File: config.mk
export PLATFORM = sky130hd
export DESIGN_NAME = shared_resource_responder
export DESIGN_NICKNAME = d
export VERILOG_FILES = /design/src/rtl/shared_resource_responder.sv
export SDC_FILE = /design/constraint.sdc
export NUM_CORES = 1
export LEC_CHECK = 0
export ABC_AREA = 1
export CAP_MARGIN = 10
export CORE_MARGIN = 4
export CORE_UTILIZATION = 25
export CTS_BUF_LIST = sky130_fd_sc_hd__clkbuf_8
export CTS_CLUSTER_DIAMETER = 200
export CTS_CLUSTER_SIZE = 30
export DETAILED_ROUTE_END_ITERATION = 10
export GPL_TIMING_DRIVEN = 0
export MAX_ROUTING_LAYER = met4
export PLACE_DENSITY = 0.92
export REMOVE_ABC_BUFFERS = 1
export SYNTH_ARGS = -nofsm -noshare
export SYNTH_HDL_FRONTEND = slang
export SYNTH_SLANG_ARGS = --single-unit
File: constraint.sdc
create_clock -name clk -period 3 [get_ports clk]
set_input_delay 0.6 -clock clk [delete_from_list [all_inputs] [get_ports clk]]
set_output_delay 0.6 -clock clk [all_outputs]
set_load 0.03 [all_outputs]
File: src/rtl/shared_resource_responder.sv
// Two-client responder: round-robin arbitration into a fixed-latency +INC unit,
// with per-client credit counters and in-order result FIFOs.
module shared_resource_responder #(
  parameter int unsigned       DATA_W = 32,
  parameter int unsigned       LAT    = 3,
  parameter int unsigned       DEPTH  = 4,
  parameter logic [DATA_W-1:0] INC    = DATA_W'(1)
) (
  input  logic              clk,
  input  logic              reset,
  input  logic [DATA_W-1:0] in_data_1,
  input  logic [DATA_W-1:0] in_data_2,
  input  logic              in_valid_1,
  input  logic              in_valid_2,
  input  logic              in_flush_1,
  input  logic              in_flush_2,
  input  logic              in_stall_1,
  input  logic              in_stall_2,
  output logic [DATA_W-1:0] out_data_1,
  output logic [DATA_W-1:0] out_data_2,
  output logic              out_valid_1,
  output logic              out_valid_2,
  output logic              out_stall_1,
  output logic              out_stall_2,
  output logic              out_flush_1,
  output logic              out_flush_2
);

  localparam int unsigned CW = $clog2(DEPTH + 1);
  localparam int unsigned PW = (DEPTH > 1) ? $clog2(DEPTH) : 1;
  localparam int unsigned SW = (LAT > 1) ? $clog2(LAT) : 1;

  typedef struct packed {
    logic              vld;
    logic              tag;
    logic [DATA_W-1:0] data;
  } fu_t;

  logic [1:0]        in_valid, in_flush, in_stall;
  logic [1:0]        out_valid_c, pop, push, elig, ve, grant, stall_c;
  logic [1:0]        flush_q;
  logic              last2_q;
  logic [CW-1:0]     cnt_q    [2];
  logic [CW-1:0]     cnt_d    [2];
  logic [CW-1:0]     credit_q [2];
  logic [CW-1:0]     credit_d [2];
  logic [PW-1:0]     rd_q     [2];
  logic [PW-1:0]     wr_q     [2];
  logic [DATA_W-1:0] mem_q    [2][DEPTH];
  fu_t               stage_q  [LAT];
  fu_t               stage_d  [LAT];

  assign in_valid = {in_valid_2, in_valid_1};
  assign in_flush = {in_flush_2, in_flush_1};
  assign in_stall = {in_stall_2, in_stall_1};

  function automatic logic [PW-1:0] ptr_inc(input logic [PW-1:0] p);
    return (p == PW'(DEPTH - 1)) ? '0 : p + PW'(1);
  endfunction

  // Eligibility, arbitration, counter next-state and FU shift
  always_comb begin
    out_valid_c = '0;
    pop         = '0;
    push        = '0;
    elig        = '0;
    for (int c = 0; c < 2; c++) begin
      out_valid_c[1'(c)] = reset & (cnt_q[1'(c)] != '0);
      pop[1'(c)]         = out_valid_c[1'(c)] & ~in_stall[1'(c)];
      elig[1'(c)]        = ~in_flush[1'(c)] &
                           ((credit_q[1'(c)] - CW'(pop[1'(c)])) < CW'(DEPTH));
      push[1'(c)]        = stage_q[SW'(LAT-1)].vld &
                           (stage_q[SW'(LAT-1)].tag == 1'(c));
    end
    ve       = in_valid & elig;
    grant[0] = reset & ve[0] & (~ve[1] | last2_q);
    grant[1] = reset & ve[1] & ~grant[0];
    // A valid request loses only when the other client is granted on a tie
    stall_c[0] = ~reset | ~elig[0] | (in_valid[0] & ve[1] & ~last2_q);
    stall_c[1] = ~reset | ~elig[1] | (in_valid[1] & ve[0] & last2_q);
    for (int c = 0; c < 2; c++) begin
      cnt_d[1'(c)]    = cnt_q[1'(c)] + CW'(push[1'(c)]) - CW'(pop[1'(c)]);
      credit_d[1'(c)] = credit_q[1'(c)] + CW'(grant[1'(c)]) - CW'(pop[1'(c)]);
    end
    stage_d[0].vld  = |grant;
    stage_d[0].tag  = grant[1];
    stage_d[0].data = (grant[1] ? in_data_2 : in_data_1) + INC;
    for (int i = 1; i < LAT; i++) begin
      stage_d[SW'(i)]     = stage_q[SW'(i-1)];
      stage_d[SW'(i)].vld = stage_q[SW'(i-1)].vld & ~in_flush[stage_q[SW'(i-1)].tag];
    end
  end

  always_ff @(posedge clk) begin
    if (!reset) begin
      for (int i = 0; i < LAT; i++) stage_q[SW'(i)] <= '0;
      for (int c = 0; c < 2; c++) begin
        cnt_q[1'(c)]    <= '0;
        credit_q[1'(c)] <= '0;
        rd_q[1'(c)]     <= '0;
        wr_q[1'(c)]     <= '0;
      end
      last2_q <= 1'b1;
      flush_q <= '0;
    end else begin
      for (int i = 0; i < LAT; i++) stage_q[SW'(i)] <= stage_d[SW'(i)];
      flush_q <= in_flush;
      if (|grant) last2_q <= grant[1];
      for (int c = 0; c < 2; c++) begin
        if (in_flush[1'(c)]) begin
          cnt_q[1'(c)]    <= '0;
          credit_q[1'(c)] <= '0;
          rd_q[1'(c)]     <= '0;
          wr_q[1'(c)]     <= '0;
        end else begin
          if (push[1'(c)]) begin
            mem_q[1'(c)][wr_q[1'(c)]] <= stage_q[SW'(LAT-1)].data;
            wr_q[1'(c)]               <= ptr_inc(wr_q[1'(c)]);
          end
          if (pop[1'(c)]) rd_q[1'(c)] <= ptr_inc(rd_q[1'(c)]);
          cnt_q[1'(c)]    <= cnt_d[1'(c)];
          credit_q[1'(c)] <= credit_d[1'(c)];
        end
      end
    end
  end

  assign out_valid_1 = out_valid_c[0];
  assign out_valid_2 = out_valid_c[1];
  assign out_data_1  = out_valid_c[0] ? mem_q[0][rd_q[0]] : '0;
  assign out_data_2  = out_valid_c[1] ? mem_q[1][rd_q[1]] : '0;
  assign out_stall_1 = stall_c[0];
  assign out_stall_2 = stall_c[1];
  assign out_flush_1 = reset & flush_q[0];
  assign out_flush_2 = reset & flush_q[1];

endmodule

; Word-level counts from Yosys, hierarchy flattened
; Memories as Yosys holds them, arrays and structs flattened.
; Index checks and enable logic that the tools add are counted.
[word_totals]
ff_bits = 3
ramBits = 378
output_inout_bits = 70
mem_count = 6
[memory_table]
columns = memory, depth, word_bits, rd, rd_ports_with_merged_regs, wr, line
row1 = mem_q, 2, 128, 1, 0, 1, 49  ; logic [DATA_W-1:0] mem_q [2][DEPTH];
row2 = stage_q, 3, 34, 2, 0, 3, 50  ; fu_t stage_q [LAT];
row3 = cnt_q, 2, 3, 1, 0, 2, 43  ; logic [CW-1:0] cnt_q [2];
row4 = credit_q, 2, 3, 1, 0, 2, 45  ; logic [CW-1:0] credit_q [2];
row5 = rd_q, 2, 2, 2, 0, 2, 47  ; logic [PW-1:0] rd_q [2];
row6 = wr_q, 2, 2, 2, 0, 2, 48  ; logic [PW-1:0] wr_q [2];
[op_classes]
addsub = 10
order_cmp = 7
n_eq_ne = 4
n_mux = 57
n_bitwise = 48
n_reduce_logical = 5
[op_table]
columns = cell, count
row1 = $mux W128, 4
row2 = $mux W32, 6
row3 = $demux W32 S2, 2
row4 = $reduce_or A128 Y1, 1
row5 = $mux W34, 3
row6 = $bmux W32 S2, 1
row7 = $add A32 B1 Y32 const B, 1
row8 = $mux W2, 12
row9 = $mux W3, 8
row10 = $or A1 B1 Y1, 22
row11 = $mux W1, 21
row12 = $and A1 B1 Y1, 13
row13 = $ge A3 B3 Y1 const B, 3
row14 = $not A1 Y1, 9
row15 = $not A2 Y3, 3
row16 = $sub A3 B1 Y3, 3
row17 = $add A2 B1 Y2 const B, 4
row18 = $eq A2 B2 Y1 const B, 4
row19 = $add A3 B1 Y3, 2
row20 = $lt A3 B1 Y1 const B, 2
row21 = $lt A3 B3 Y1 const B, 1
row22 = $reduce_bool A3 Y1, 1
row23 = $and A2 B1 Y2, 1
row24 = $logic_and A1 B1 Y1, 2
row25 = other kinds (2), 2

; Depth between registers and ports, before layout
; Gate-level depths: netlist of the first run.
; An unclocked memory read counts as a cell.
[depth]
depth_word = 16
ltp_mapped = 17
ltp_nobuf = 17

; Worst setup path before layout of the first run
; OpenSTA, ideal clock, no wires.
[synth_path]
kind = reg2reg
start = mem cnt_q[0][1] (netlist name)
end = mem credit_q[0][2] (netlist name), data pin
arrival_time_ns = 2.278
required_ns = 2.745
slack_ns = 0.467
path_stages_with_launch = 17
n_path_buf = 0
synth_period_minus_slack_ns = 2.533
cell_sequence = edfxtp_1 > inv_1 > nand2_1 > o21ai_0 > nor2_1 > ha_1 > ha_1 > inv_1 > nand2_1 > nand3_2 > nor2_2 > ha_1 > fa_1 > inv_1 > nand2_1 > a21oi_1 > nor2_1
[synth_rtl]
columns = element, line
row1 = from (decl), 43
row2 = to (decl), 45

; Final worst setup path of the first run
[layout_path]
start = in reset
end = out out_stall_1
[layout_via]
elab_chain_cells = 8
word_cells_on_any_way = 9
[layout_lines]
columns = element, line
row1 = from (decl), 10  ; input logic reset,
row2 = $and A1 B1 Y1, 68  ; out_valid_c[1'(c)] = reset & (cnt_q[1'(c)] != '0);
row3 = $and A1 B1 Y1, 69  ; pop[1'(c)] = out_valid_c[1'(c)] & ~in_stall[1'(c)];
row4 = $sub A3 B1 Y3, 71  ; ((credit_q[1'(c)] - CW'(pop[1'(c)])) < CW'(DEPTH));
row5 = $lt A3 B3 Y1, 71
row6 = $and A1 B1 Y1, 70  ; elig[1'(c)] = ~in_flush[1'(c)] &
row7 = $not A1 Y1, 79  ; stall_c[0] = ~reset | ~elig[0] | (in_valid[0] & ve[1] & ~last2_q);
row8 = $or A1 B1 Y1 (*) (2 in a row), 79
row9 = to (decl), 23  ; output logic out_stall_1,
; Mark *: on every way between the ends. The rest lies on a longest branch, timed or not.

==> results.json, run 1 <==
{
  "grt_overflow": 0,
  "worstSetupEndpointType": "output pin",
  "hold_slack_ns": 0.656,
  "synth_top_family_by_area": "buffers and inverters",
  "rows": 22,
  "ys_seq_area_share_pct": 21.7,
  "netlist_top_cells_area": "buf_4 49%, edfxtp_1 18%, inv_1 7.8%, ha_1 6.2%, nand2_1 4.4%",
  "clk_pin_slew_ns": 0.05,
  "hpwlAfterDp_um": 1250,
  "area_growth_pct": -2.96,
  "yosys_warnings": 0,
  "status": "finished, final reports clean",
  "setup_viol": 0,
  "ioPinCount": 142,
  "routed-via-count": 597,
  "dr.pass1.iters": 3,
  "cts_buffers": 3,
  "path_class": "in -> out",
  "synth_top_area_share_pct": 48.8,
  "die_y_um": 71.8,
  "required_ns": 2.40,
  "first_global_vias": 509,
  "finalWorstPathRequiredPeriod_ns": 2.75,
  "finalPower_mw": 0.430,
  "power.leakage_nw": 0.593,
  "finalHoldViolations": 0,
  "drtAntennaViolNets": 0,
  "synthXorXnorAreaFrac_pct": 0,
  "arrival_ns": 2.15,
  "crit_fanout": 6,
  "place.gp.congestion": 0.731,
  "cts_tree": "built",
  "finalCritPeriodShare_pct": 91.8,
  "initial_utilization_pct": 26.7,
  "powerDensity_nw_per_um2": 436,
  "drv_cap": 0,
  "ctsHtreeMaxLevel": 1,
  "synth_top_area_cell": "buf_4",
  "synth.avg_cell_area_sq_um": 7.70,
  "die_area_sq_um": 5150,
  "wire_per_inst_um": 6.92,
  "antenna_found_initial": 0,
  "drive_gt1_share_pct": 6.67,
  "synth-simple-area-share_pct": 10.7,
  "chipWidth_um": 71.8,
  "portBuffers": 9,
  "vdd_ir_drop_max_uv": 162,
  "core-area_sq_um": 3800,
  "cts-root-buf": "clkbuf_8",
  "wl_um": 1370,
  "start_kind": "input port",
  "rsz0062_at_grt": "no",
  "grt_start_max_net_pins": 7,
  "ys_seq_elements": 8,
  "drc": 0,
  "hold_buffers": 0,
  "cts.sinks": 8,
  "ys_types": 16,
  "grt_use_total_pct": 4.87,
  "hold_path_class": "reg -> reg",
  "slew_violations": 0,
  "synth_area_sq_um": 1020,
  "grt_pass1_wl_um": 1910,
  "antenna_cells": 0,
  "fmax_ghz": 0.363,
  "viasPerCell": 3.02,
  "nets": 229,
  "netlist_instances": 132,
  "drtIter0Drc": 11,
  "synth_compound_area_share_pct": 1.48,
  "synth.area.mux_share_pct": 0,
  "cts_max_path_buffers": 2,
  "clk_latency_ns": 0.23,
  "finClkSkew_ns": 0.00595,
  "synthAdderAreaFrac_pct": 8.13
}
kinds of logic after synthesis:
family | Yosys count
other | 2
DFF | 8
buffers and inverters | 89
and+or+nand+nor | 24
adders and majority gates | 6
AOI/OAI and AO/OA | 3
per-layer routing:
layer | global-route usage (%) | up-vias | wire length (um)
met4 | 3.97 | 0 | 33
met3 | 1.26 | 3 | 259
met1 | 4.26 | 257 | 394
met5 | - | - | 0
li1 | - | 285 | -
met2 | 8.67 | 52 | 683
stage by stage:
| step | instance area, sq um | util (%) | setup TNS (ns) | setup slack (ns) | std cells |
|---|---|---|---|---|---|
| floorplan | 783 | - | 0 | 0.467 | 136 |
| global placement | 933 | 24.6 | -0.611 | -0.331 | 193 |
| detailed placement | 933 | 24.6 | -0.862 | -0.415 | 193 |
| CTS | 986 | 26.0 | 0 | 0.221 | 198 |
| global route | 986 | 26.0 | 0 | 0.0110 | 198 |
| finish | 986 | 26.0 | 0 | 0.246 | 198 |
path summary, 6_finish.rpt:
| path | endpoint | startpoint | slack, ns | cells after the start |
|---|---|---|---|---|
| worst max-delay path | out_stall_1 | reset | 0.25 | 9 |
| worst min-delay path | credit_q[0][2] | credit_q[0][2] | 0.66 | 2 |
| worst max register to register | credit_q[0][2] | cnt_q[0][1] | 0.31 | 16 |
| worst min register to register | credit_q[0][2] | credit_q[0][2] | 0.66 | 2 |
layout make-up:
cell class / instances / area [sq um]
fill: 429 / 2810
timing repair buffer: 10 / 97.6
clock inverter: 1 / 3.75
inverter: 23 / 86.3
tap: 48 / 60.1
sequential: 8 / 220
multi-input combinational: 105 / 477
clock buffer: 3 / 41.3
power by group:
part	switching [mW]	total [mW]	internal [mW]
combinational	0.141	0.164	0.0230
clock	0.0469	0.136	0.0890
sequential	0.00316	0.130	0.127
total	0.191	0.430	0.239
layout by cell type, fill, tap and decap left out, types with 2 or more instances in the layout:
master	count
inv_2	2
ha_1	5
clkbuf_8	3
edfxtp_1	6
conb_1	72
a21oi_1	2
nand3_1	2
inv_1	22
nand2_1	12
nor2_1	7
clkdlybuf4s50_1	7
dfxtp_1	2
worst max-delay path: stages:
cell	delay, ns
dlygate4sd2_1	0.30
o21ai_0	0.18
nor2_1	0.19
ha_1	0.21
ha_1	0.18
inv_1	0.04
nand2_1	0.06
nand3_2	0.09
clkdlybuf4s15_2	0.30
what timing repair did:
| action | 4_1_cts | 5_1_grt |
|---|---|---|
| buffers inserted | 1 | 0 |
| gates cloned | 0 | 0 |
| endpoints found under the hold margin | 0 | 0 |
| resized for setup | 4 | 0 |
| setup endpoints to repair | 2 | 1 |
| pin swaps | 1 | 1 |
state kept, by name (all words and copies together) (netlist names):
| signal | flops |
|---|---|
| flush_q | 2 |
| cnt_q | 3 |
| credit_q | 3 |
Yosys cell counts:
| library cell | instances |
|---|---|
| conb_1 | 2 |
| nand3_2 | 1 |
| nand3_1 | 2 |
| nor2_1 | 7 |
| o21ai_0 | 1 |
| nor2_4 | 1 |
| nor2_2 | 1 |
| edfxtp_1 | 6 |
| fa_1 | 1 |
| a21oi_1 | 2 |
| buf_4 | 66 |
| inv_1 | 21 |
| ha_1 | 5 |
| inv_2 | 2 |
| nand2_1 | 12 |
| dfxtp_1 | 2 |
Power figures use the tool's default switching activity.
==> run 2, diff against run 1 <==
--- a/config.mk
+++ b/config.mk
@@ -17,6 +17,7 @@
 export MAX_ROUTING_LAYER = met4
 export PLACE_DENSITY = 0.92
 export REMOVE_ABC_BUFFERS = 1
+export SKIP_LAST_GASP = 1
 export SYNTH_ARGS = -nofsm -noshare
 export SYNTH_HDL_FRONTEND = slang
 export SYNTH_SLANG_ARGS = --single-unit
==> results of run 2 <==
The final DEF is identical to that of run 1; final timing and power are the same.
